`src/rtl/cpu_pkg.sv`:
```
// Shared definitions for the 5-stage core pipeline control.
//   mem_state_t : encoding of the data-SRAM wait-state FSM
//   REG_AW_DEF  : default register-file address width
//   NOP_INSTR   : instruction word loaded into IF/ID on a flush
package cpu_pkg;

  localparam int unsigned REG_AW_DEF = 5;

  // addi x0, x0, 0
  localparam logic [31:0] NOP_INSTR = 32'h0000_0013;

  typedef enum logic [1:0] {
    IDLE = 2'd0,
    WAIT = 2'd1,
    DONE = 2'd2
  } mem_state_t;

endpackage

```
`src/rtl/mem_wait_fsm.sv`:
```
// Wait-state sequencer for the multi-cycle data SRAM.
//   clk, rst   : clock, asynchronous active-high reset
//   mem_req    : MEM-stage instruction performs a load or store
//   freeze_all : whole pipeline holds (request cycle plus wait cycles)
//   mem_ready  : one-cycle pulse in DONE, SRAM data valid
module mem_wait_fsm
  import cpu_pkg::*;
#(
  parameter int unsigned MEM_WAIT_CYCLES = 6
) (
  input  logic clk,
  input  logic rst,
  input  logic mem_req,
  output logic freeze_all,
  output logic mem_ready
);

  localparam logic [7:0] WCNT_LOAD = 8'(MEM_WAIT_CYCLES - 1);

  mem_state_t state;
  logic [7:0] wcnt;

  // mem_ready is registered: it is set on the WAIT->DONE transition,
  // which makes it exactly coincident with the DONE state.
  always_ff @(posedge clk or posedge rst) begin
    if (rst) begin
      state     <= IDLE;
      wcnt      <= '0;
      mem_ready <= 1'b0;
    end else begin
      mem_ready <= 1'b0;
      case (state)
        IDLE: begin
          if (mem_req) begin
            state <= WAIT;
            wcnt  <= WCNT_LOAD;
          end
        end
        WAIT: begin
          if (wcnt == '0) begin
            state     <= DONE;
            mem_ready <= 1'b1;
          end else begin
            wcnt <= wcnt - 8'd1;
          end
        end
        // Unconditional return: the finished access leaves MEM this cycle,
        // so a still-high mem_req here belongs to it and must not retrigger.
        DONE:    state <= IDLE;
        default: state <= IDLE;
      endcase
    end
  end

  // Combinational on mem_req so the request cycle itself is frozen.
  always_comb begin
    freeze_all = ~rst & (((state == IDLE) & mem_req) | (state == WAIT));
  end

endmodule

```
`src/rtl/pipe_hazard_ctrl.sv`:
```
// Pipeline sequencing controller: hold/flush/bubble controls for PC,
// IF/ID and ID/EX, load-use detection, taken-branch flush, SRAM freeze
// and a saturating stall-cycle counter.
//   id_src1/id_src2/id_two_src : source operands of the instruction in ID
//   ex_dst/ex_wb_en/ex_mem_read: destination info held in ID/EX
//   branch_taken               : branch resolved taken in EX
//   mem_req                    : MEM-stage load/store
//   hold_pc, hold_ifid, flush_ifid, flush_idex, freeze_all, mem_ready
//   stall_cnt                  : saturating count of stalled cycles
module pipe_hazard_ctrl
  import cpu_pkg::*;
#(
  parameter int unsigned MEM_WAIT_CYCLES = 6,
  parameter int unsigned REG_AW          = REG_AW_DEF,
  parameter int unsigned CNT_W           = 32
) (
  input  logic              clk,
  input  logic              rst,
  input  logic [REG_AW-1:0] id_src1,
  input  logic [REG_AW-1:0] id_src2,
  input  logic              id_two_src,
  input  logic [REG_AW-1:0] ex_dst,
  input  logic              ex_wb_en,
  input  logic              ex_mem_read,
  input  logic              branch_taken,
  input  logic              mem_req,
  output logic              hold_pc,
  output logic              hold_ifid,
  output logic              flush_ifid,
  output logic              flush_idex,
  output logic              freeze_all,
  output logic              mem_ready,
  output logic [CNT_W-1:0]  stall_cnt
);

  logic load_use;
  logic stall_ev;

  mem_wait_fsm #(
    .MEM_WAIT_CYCLES(MEM_WAIT_CYCLES)
  ) u_mem_wait_fsm (
    .clk       (clk),
    .rst       (rst),
    .mem_req   (mem_req),
    .freeze_all(freeze_all),
    .mem_ready (mem_ready)
  );

  // Register 0 is hard-wired zero, so it never creates a dependency.
  always_comb begin
    load_use = ex_mem_read & ex_wb_en & (ex_dst != '0) &
               ((id_src1 == ex_dst) | (id_two_src & (id_src2 == ex_dst)));
  end

  // Freeze wins: EX/ID contents stay put, so branch/load-use are simply
  // re-evaluated once the freeze lifts.
  always_comb begin
    hold_pc    = 1'b0;
    hold_ifid  = 1'b0;
    flush_ifid = 1'b0;
    flush_idex = 1'b0;
    if (!rst && !freeze_all) begin
      if (branch_taken) begin
        flush_ifid = 1'b1;
        flush_idex = 1'b1;
      end else if (load_use) begin
        hold_pc    = 1'b1;
        hold_ifid  = 1'b1;
        flush_idex = 1'b1;
      end
    end
  end

  always_comb begin
    stall_ev = freeze_all | (load_use & ~branch_taken);
  end

  always_ff @(posedge clk or posedge rst) begin
    if (rst) begin
      stall_cnt <= '0;
    end else if (stall_ev && (stall_cnt != '1)) begin
      stall_cnt <= stall_cnt + 1'b1;
    end
  end

endmodule

```
`config.mk`:
```
export PLATFORM = sky130hd
export DESIGN_NAME = pipe_hazard_ctrl
export DESIGN_NICKNAME = d
export VERILOG_FILES = /design/src/rtl/cpu_pkg.sv /design/src/rtl/mem_wait_fsm.sv /design/src/rtl/pipe_hazard_ctrl.sv
export SDC_FILE = /design/constraint.sdc
export NUM_CORES = 1
export LEC_CHECK = 0
export CORE_MARGIN = 2
export CORE_UTILIZATION = 28
export DETAILED_ROUTE_END_ITERATION = 10
export DONT_BUFFER_PORTS = 1
export PLACE_DENSITY = 0.5
export SETUP_SLACK_MARGIN = 0.5
export SYNTH_ARGS = -nofsm -noshare
export SYNTH_HDL_FRONTEND = slang
export SYNTH_SLANG_ARGS = --single-unit
```
`constraint.sdc`:
```
create_clock -name clk -period 2.1 [get_ports clk]
set_clock_uncertainty 0.2 [all_clocks]
set_input_delay 0.21 -clock clk [delete_from_list [all_inputs] [get_ports clk]]
set_output_delay 0.21 -clock clk [all_outputs]
set_load 0.01 [all_outputs]
```
==> results by group, run 1 <==
Floorplan
  • Row count: 32
  • Core area: 7690 um2
  • Die width: about 93 um
  • Die Area: just under 9000 um2
  • Die Span Y: 93.0 um
  • Starting density of the core: 0.289
  • Num ports: 60

Timing
  • Worst slew margin: 0.622
  • Crit path time final: 2.09 ns
  • RSZ-0062 raised after global routing: yes
  • Max Slew Vio Count: 0
  • Final hold vios: 43
  • Fin crit share: 0.993
  • WHS: -0.247 ns
  • Worst Max-Slew Pin Slew: 0.567 ns
  • Fmax: 479 MHz
  • Final setup TNS: 0 ns
  • Setup Viol. Count Final: 0

Synth
  • Commonest cells post-synth: dfrtp_1 (43), xor2_1 (25), nor2_1 (21), xnor2_1 (18), nand2_1 (17)
  • Synth Flop Type: dfrtp_1
  • Register bit total from synthesis: 43
  • Top-count cell post-synth: dfrtp_1
  • Syn_area_per_cell: 10.1 um2
  • Number of unique standard cell types used by synthesis: 36
  • Top cell type's share of synthesized area: 0.485
  • Synth Net Count: 244
  • Post-synth top area cell: dfrtp_1
  • Fraction of registers with async set/reset: 1.00
  • EDFF count, synth: 0
  • Cells after Synth: 220
  • Top cells by area, synth: dfrtp_1 (48%), xor2_1 (9.9%), xnor2_1 (7.1%)
  • Sequential area share after synthesis: 0.485
  • YS warnings: 0
  • Post-Synthesis Cell Area: roughly 2200 um2

Clock tree
  • Num CTS Buffers: 5
  • Root buf cell: clkbuf_8
  • Clk pin slew, worst setup/hold paths: 0.08 ns
  • Clock Tree Buf Depth: 2
  • Clk Latency, worst-skew pair: 0.30 ns
  • CTS tree: done
  • H-Tree Level Count: 2
  • Num Clock Sinks: 43

Worst setup path
  • Slowest stage delay, CP: about 0.44 ns
  • Worst Setup End Kind: flip-flop
  • Worst path cell trace: inv_2 > ha_4 > nand2b_4 > or4_4 > nor3_4 > a21oi_4 > buf_4 > buf_6 > nand2_1 > o21ai_1
  • Critical Path RT: ~2.1 ns
  • CP Class: flip-flop to flip-flop
  • Critical Path Start Type: flip-flop
  • Max FO, Critical Path: 6
  • Crit path buf inv count: 3
  • Crit path max-delay family: simple AND/OR/NAND/NOR gates
  • Slowest-stage cell, CP: or4_4
  • CP arrival: around 2.1 ns

GRT
  • GRT busiest layer: met2
  • Initial antenna violation count: 0
  • Vias in the first global route: approximately 2000
  • First-pass GRT wire length: 9620 um
  • Met1 Use GR: 0.178
  • GRT Overall Usage: 0.141
  • Met2 Track Usage GR: 0.228
  • Met3 GRT Util: 0.0588
  • Largest net degree at the start of global routing: 45
  • Grt total ovfl: 0

Detailed routing
  • 1st-iter DRT viols: between 40 and 50
  • Antenna Nets Post-Route: 0
  • Post-Route WL: about 6200 um
  • Total number of vias: 1955
  • Remaining DRCs: 0
  • Drt wl/cell: 15.2 um
  • Vias/cell: 4.78
  • TritonRoute pass-1 iters: 4

Status
  • Violated checks: negative hold slack
  • Run status: complete, but fails checks

Place
  • # port buffers: 0
  • GPL Wtd Cong: 0.778
  • Post-DP HPWL: 4040 um

Hold path
  • Worst min path class: input port to asynchronous set/reset pin

Power
  • PD cells: 842 nW/um2
  • VDD IR max: 461 uV
  • Final Power: 0.00308 W
  • Cell leakage power: 1.66 nW

Finish
  • Final Core Density: 0.475
  • Filler cells: 726
  • Area grow syn2layout: 64.5%
  • Layout cell share with drive strength beyond 1: 0.537
  • Inserted Diodes: 0
  • Fin nets: 330

Job
  • Max-cap viol count: 0
## report_power, final
group / total (W) / switching (W) / internal [W]
Sequential: 0.00108 / 0.000114 / 0.000970
Clock: 0.000679 / 0.000294 / 0.000385
Combinational: 0.00131 / 0.000624 / 0.000690
## stage by stage
stage,hold slack (ns),cells,area [um2],setup WS [ns]
finish,-0.247,409,3650,0.0141
global route,-0.204,409,3650,-0.115
CTS,-0.225,405,3410,0.0313
detailed placement,0.102,375,2860,-0.155
global placement,0.102,375,2860,-0.113
floorplan,0.0149,220,2320,-0.0748
## metal layers
layer	up-vias	routed length [um]
met1	931	2590
li1	952	-
met5	-	0
met4	0	78
met3	8	512
met2	64	3030
## cell families (layout without fill, tap and decap cells)
family | Yosys count | count (layout) | synth area share
simple gates | 103 | 103 | 0.242
xor+xnor | 44 | 44 | 0.177
flops | 43 | 43 | 0.485
compound gates | 18 | 18 | 0.0654
buf+inv | 10 | 97 | 0.0197
fa+ha+maj | 2 | 2 | 0.0113
## sequential cells by signal, indices dropped and copies added (netlist names)
signal	cells
stall_cnt	32
u_mem_wait_fsm.wcnt	8
u_mem_wait_fsm.state	2
u_mem_wait_fsm.mem_ready	1
## layout by cell type (no fill, tap or decap), types with 7 or more instances in the layout
cell     Yosys  final
buf_4        1     67
and3_4       0      7
nor3_4       0      8
nor2_4       0      8
xor2_1      25     24
nor2_1      21     11
nand2_1     17     11
nand4_1     11     11
dfrtp_1     43     41
buf_6        0     14
xnor2_1     18     13
## path summary, 6_finish.rpt
path                                        start                endpoint  slack (ns)  cells after the start
hold reg to reg                     stall_cnt[18]           stall_cnt[18]        0.30                      1
setup / recovery           u_mem_wait_fsm.wcnt[0]  u_mem_wait_fsm.wcnt[1]        0.01                     10
min in group clk                          mem_req  u_mem_wait_fsm.wcnt[5]        0.10                      3
hold / removal                                rst           stall_cnt[24]       -0.25                      2
max in group asynchronous                     rst           stall_cnt[20]        1.53                      2
setup reg to reg           u_mem_wait_fsm.wcnt[0]  u_mem_wait_fsm.wcnt[1]        0.01                     10
## worst reg2reg max path: cells and delay by family (launching register included)
kind	cells	cell delay, ns
adders and majority gates	1	0.16
AOI/OAI and AO/OA	2	0.16
DFF	1	0.40
and+or+nand+nor	4	0.72
buffers and inverters	3	0.34
## repair_timing
item,in CTS,in global routing
pin swaps,44,25
buffers inserted,20,4
endpoints found under the setup margin,48,48
gates cloned,2,0
endpoints found under the hold margin,43,43
gates resized for setup,55,40
## layout make-up
type,instances,area [um2],area share
clock buffer,6,82.6,0.0226
clock inverter,2,35.0,0.00959
inverter,6,26.3,0.00719
multi-input combinational,167,1590,0.436
sequential,43,1080,0.295
tap,102,128,0.0349
timing repair buffer,83,708,0.194
Power figures use the tool's default switching activity.
==> inputs of run 2 (changes only) <==
--- a/config.mk
+++ b/config.mk
@@ -5,6 +5,8 @@
 export SDC_FILE = /design/constraint.sdc
 export NUM_CORES = 1
 export LEC_CHECK = 0
+export ABC_AREA = 1
+export CAP_MARGIN = 20
 export CORE_MARGIN = 2
 export CORE_UTILIZATION = 28
 export DETAILED_ROUTE_END_ITERATION = 10
@@ -13,4 +15,5 @@
 export SETUP_SLACK_MARGIN = 0.5
 export SYNTH_ARGS = -nofsm -noshare
 export SYNTH_HDL_FRONTEND = slang
+export SYNTH_HIERARCHICAL = 1
 export SYNTH_SLANG_ARGS = --single-unit
==> run 2 against run 1 <==
Non-clock buffer count fell by 20. The run now ends clean. Count of clock-buffer cells in the layout rose by 1. Utilization fell by 8.1 points. Sequential share of layout area fell by 4.0 points.
==> results by group, run 2 <==
Worst setup path
  • Slowest stage delay, CP: 0.43 ns
  • Critical Path RT: roughly 2.2 ns
  • CP arrival: 1.97 ns
  • Worst Setup End Kind: flip-flop
  • Cell mode on critical path: nand2_4
  • Worst path cell trace: ha_4 > nand2_4 > nor2_4 > nand2_4 > nor2_4 > nand3_4 > nand2_4 > clkbuf_16 > nand2_2 > nand2_1
  • Critical Path Start Type: flip-flop
  • CP Class: flip-flop to flip-flop
  • Slowest-stage cell, CP: dfrtp_1
  • Max FO, Critical Path: 5

Power
  • Reg power frac: 0.322
  • PD cells: just over 800 nW/um2
  • Cell leakage power: 2.08 nW
  • Net switching power: ~0.0014 W
  • Gate power share: 0.488
  • Int Power: 0.00208 W
  • Final Power: 0.00352 W
  • Switching Fraction: 0.410
  • VDD IR max: a little under 700 uV
  • Clock power frac: 0.191

Synth
  • Synth Net Count: between 400 and 500
  • Post-Synth Simple-Gate Area: 0.475
  • Cells after Synth: about 470
  • Top cells by area, synth: dfrtp_1 (35%), nand2_1 (22%), nand3_1 (8.7%)
  • Fraction of registers with async set/reset: 1.00
  • Commonest cells post-synth: nand2_1 (180), nand3_1 (53), inv_1 (52), nor2_1 (48), dfrtp_1 (43)
  • Synth Flop Type: dfrtp_1
  • Post-Synthesis Cell Area: 3060 um2
  • Mux cell area share after synthesis: 0
  • Sequential area share after synthesis: 0.352
  • Syn_area_per_cell: approximately 6.6 um2
  • XOR/XNOR Fraction of Synth Area: 0.0458
  • Post-synth top area cell: dfrtp_1
  • Largest family of logic cells by synthesized area: simple AND/OR/NAND/NOR gates
  • YS warnings: 6
  • Top cell type's share of synthesized area: 0.352
  • Synth Area in Adders: 0.0123
  • EDFF count, synth: 0
  • Register bit total from synthesis: 43
  • Number of unique standard cell types used by synthesis: 28
  • Top-count cell post-synth: nand2_1
  • Post-synthesis compound-gate area fraction: 0.0155

Hold path
  • Worst min path class: input port to flip-flop

Place
  • Post-DP HPWL: 6310 um
  • # port buffers: 0
  • DP Area: 3520 um2
  • Dpl ws: 0.0851 ns
  • GPL Wtd Cong: 0.823
  • Dpl cells: 638

GRT
  • Initial antenna violation count: 0
  • Grt total ovfl: 0
  • GRT Overall Usage: 0.153
  • Largest net degree at the start of global routing: 33
  • First-pass GRT wire length: 14300 um
  • Vias in the first global route: 3003

Clock tree
  • Num Clock Sinks: 43
  • Clock Tree Buf Depth: 2
  • Clk pin slew, worst setup/hold paths: 0.10 ns
  • CTS tree: done
  • H-Tree Level Count: 2
  • Clk Latency, worst-skew pair: 0.31 ns
  • Num CTS Buffers: 5
  • Root buf cell: clkbuf_8

Job
  • Max-cap viol count: 0

Floorplan
  • Num ports: 60
  • Die Span Y: between 100 and 150 um
  • Core area: between 10000 and 15000 um2
  • Die width: 109 um
  • Starting density of the core: 0.285
  • Row count: 38
  • Die Area: ~12000 um2

Detailed routing
  • Post-Route WL: 8890 um
  • TritonRoute pass-1 iters: 4
  • 1st-iter DRT viols: 152
  • Total number of vias: 3071
  • Remaining DRCs: 0
  • Vias/cell: 4.59
  • Antenna Nets Post-Route: 0
  • Drt wl/cell: between 10 and 15 um

Timing
  • Final worst slack: approximately 0.18 ns
  • Fmax: 521 MHz
  • Max Slew Vio Count: 0
  • Final hold vios: 0
  • Fin crit share: 0.914
  • Final setup TNS: 0 ns
  • RSZ-0062 raised after global routing: yes
  • Crit path time final: 1.92 ns
  • Setup Viol. Count Final: 0
  • Worst slew margin: 0.668
  • Worst Max-Slew Pin Slew: 0.494 ns

Finish
  • Layout cell share with drive strength beyond 1: 0.327
  • Final Cell Area: 4240 um2
  • Fin nets: 553
  • Top flop regs: stall_cnt: 32 flops, u_mem_wait_fsm/wcnt: 8 flops, u_mem_wait_fsm/state: 2 flops
  • Area grow syn2layout: 38.4%
  • Filler cells: 1146
  • Register with the most flip-flops: stall_cnt
  • Inserted Diodes: 0
  • Highest-count cells in the layout ignoring fill and taps: nand2_1 (151), buf_4 (46), nand3_1 (43)
  • Layout Cells excl Fill: 669
  • Max reg flops: 32
  • Most common cell after layout, fill and taps aside: nand2_1

Status
  • Run status: finished, final reports clean
run 2: cell types whose count changed in the layout (fill, tap and decap cells not counted), moves of 12 or more:
cell,delta
nand2_1,+140
inv_1,+39
nand3_1,+39
nor2_1,+26
buf_4,-21
nand2_2,+19
xor2_1,-14
nand2_4,+13
inv_2,+12
run 2: kinds of logic after synthesis:
logic type | count (synthesis)
and+or+nand+nor | 328
DFF | 43
adders and majority gates | 3
xor gates and xnor gates | 16
buffers and inverters | 69
AOI/OAI and AO/OA | 8
run 2: layer usage:
| metal | vias to the layer above | GRT usage | routed length [um] |
|---|---|---|---|
| li1 | 1573 | - | - |
| met1 | 1445 | 0.178 | 3660 |
| met2 | 45 | 0.283 | 4720 |
| met3 | 8 | 0.0356 | 399 |
| met4 | 0 | 0.0330 | 112 |
| met5 | - | 0 | 0 |
run 2: layout make-up:
| class | instances | area, um2 | share of cell area |
|---|---|---|---|
| sequential | 43 | 1080 | 0.255 |
| inverter | 59 | 241 | 0.0570 |
| tap | 140 | 175 | 0.0413 |
| clock buffer | 7 | 76.3 | 0.0180 |
| clock inverter | 1 | 30.0 | 0.00709 |
| multi-input combinational | 356 | 2050 | 0.484 |
| timing repair buffer | 63 | 581 | 0.137 |
run 2: worst paths after layout:
check,end,slack (ns),start,cells past startpoint
max in group asynchronous,stall_cnt[16],0.99,rst,3
max,stall_cnt[18],0.18,stall_cnt[1],10
min reg2reg,u_mem_wait_fsm/wcnt[7],0.37,u_mem_wait_fsm/wcnt[7],2
min,stall_cnt[13],0.11,rst,6
min in group asynchronous,u_mem_wait_fsm/mem_ready,0.21,rst,2
max reg2reg,stall_cnt[18],0.18,stall_cnt[1],10
run 2: worst max-delay path, delay by kind of cell, from the launching register on:
kind                     cells  cell delay, ns
AND/OR/NAND/NOR              8            0.86
flip-flops                   1            0.43
buffers and inverters        1            0.18
adder cells (fa/ha/maj)      1            0.17
run 2: power groups by stage:
| stage | clock (W) | sequential, W | combinational (W) |
|---|---|---|---|
| finish | 0.000671 | 0.00113 | 0.00172 |
| global route | 0.000716 | 0.00116 | 0.00192 |
| global placement | 0 | 0.00110 | 0.00123 |
| CTS | 0.000692 | 0.00110 | 0.00137 |
| floorplan | 0 | 0.00112 | 0.000910 |
| detailed placement | 0 | 0.00111 | 0.00125 |
run 2: through the flow:
stage	hold slack (ns)	util
global route	0.122	0.394
finish	0.106	0.394
floorplan	-0.138	-
CTS	-0.0226	0.358
detailed placement	-0.0688	0.327
global placement	-0.0707	0.327
run 2: repair_timing:
action / in CTS / in global routing
buffers inserted: 9 / 9
endpoints found under the setup margin: 44 / 45
hold endpoints to repair: 44 / 0
cloned: 1 / 3
gates resized for setup: 38 / 69
pin swaps: 16 / 30
hold buffers: 1 / 0
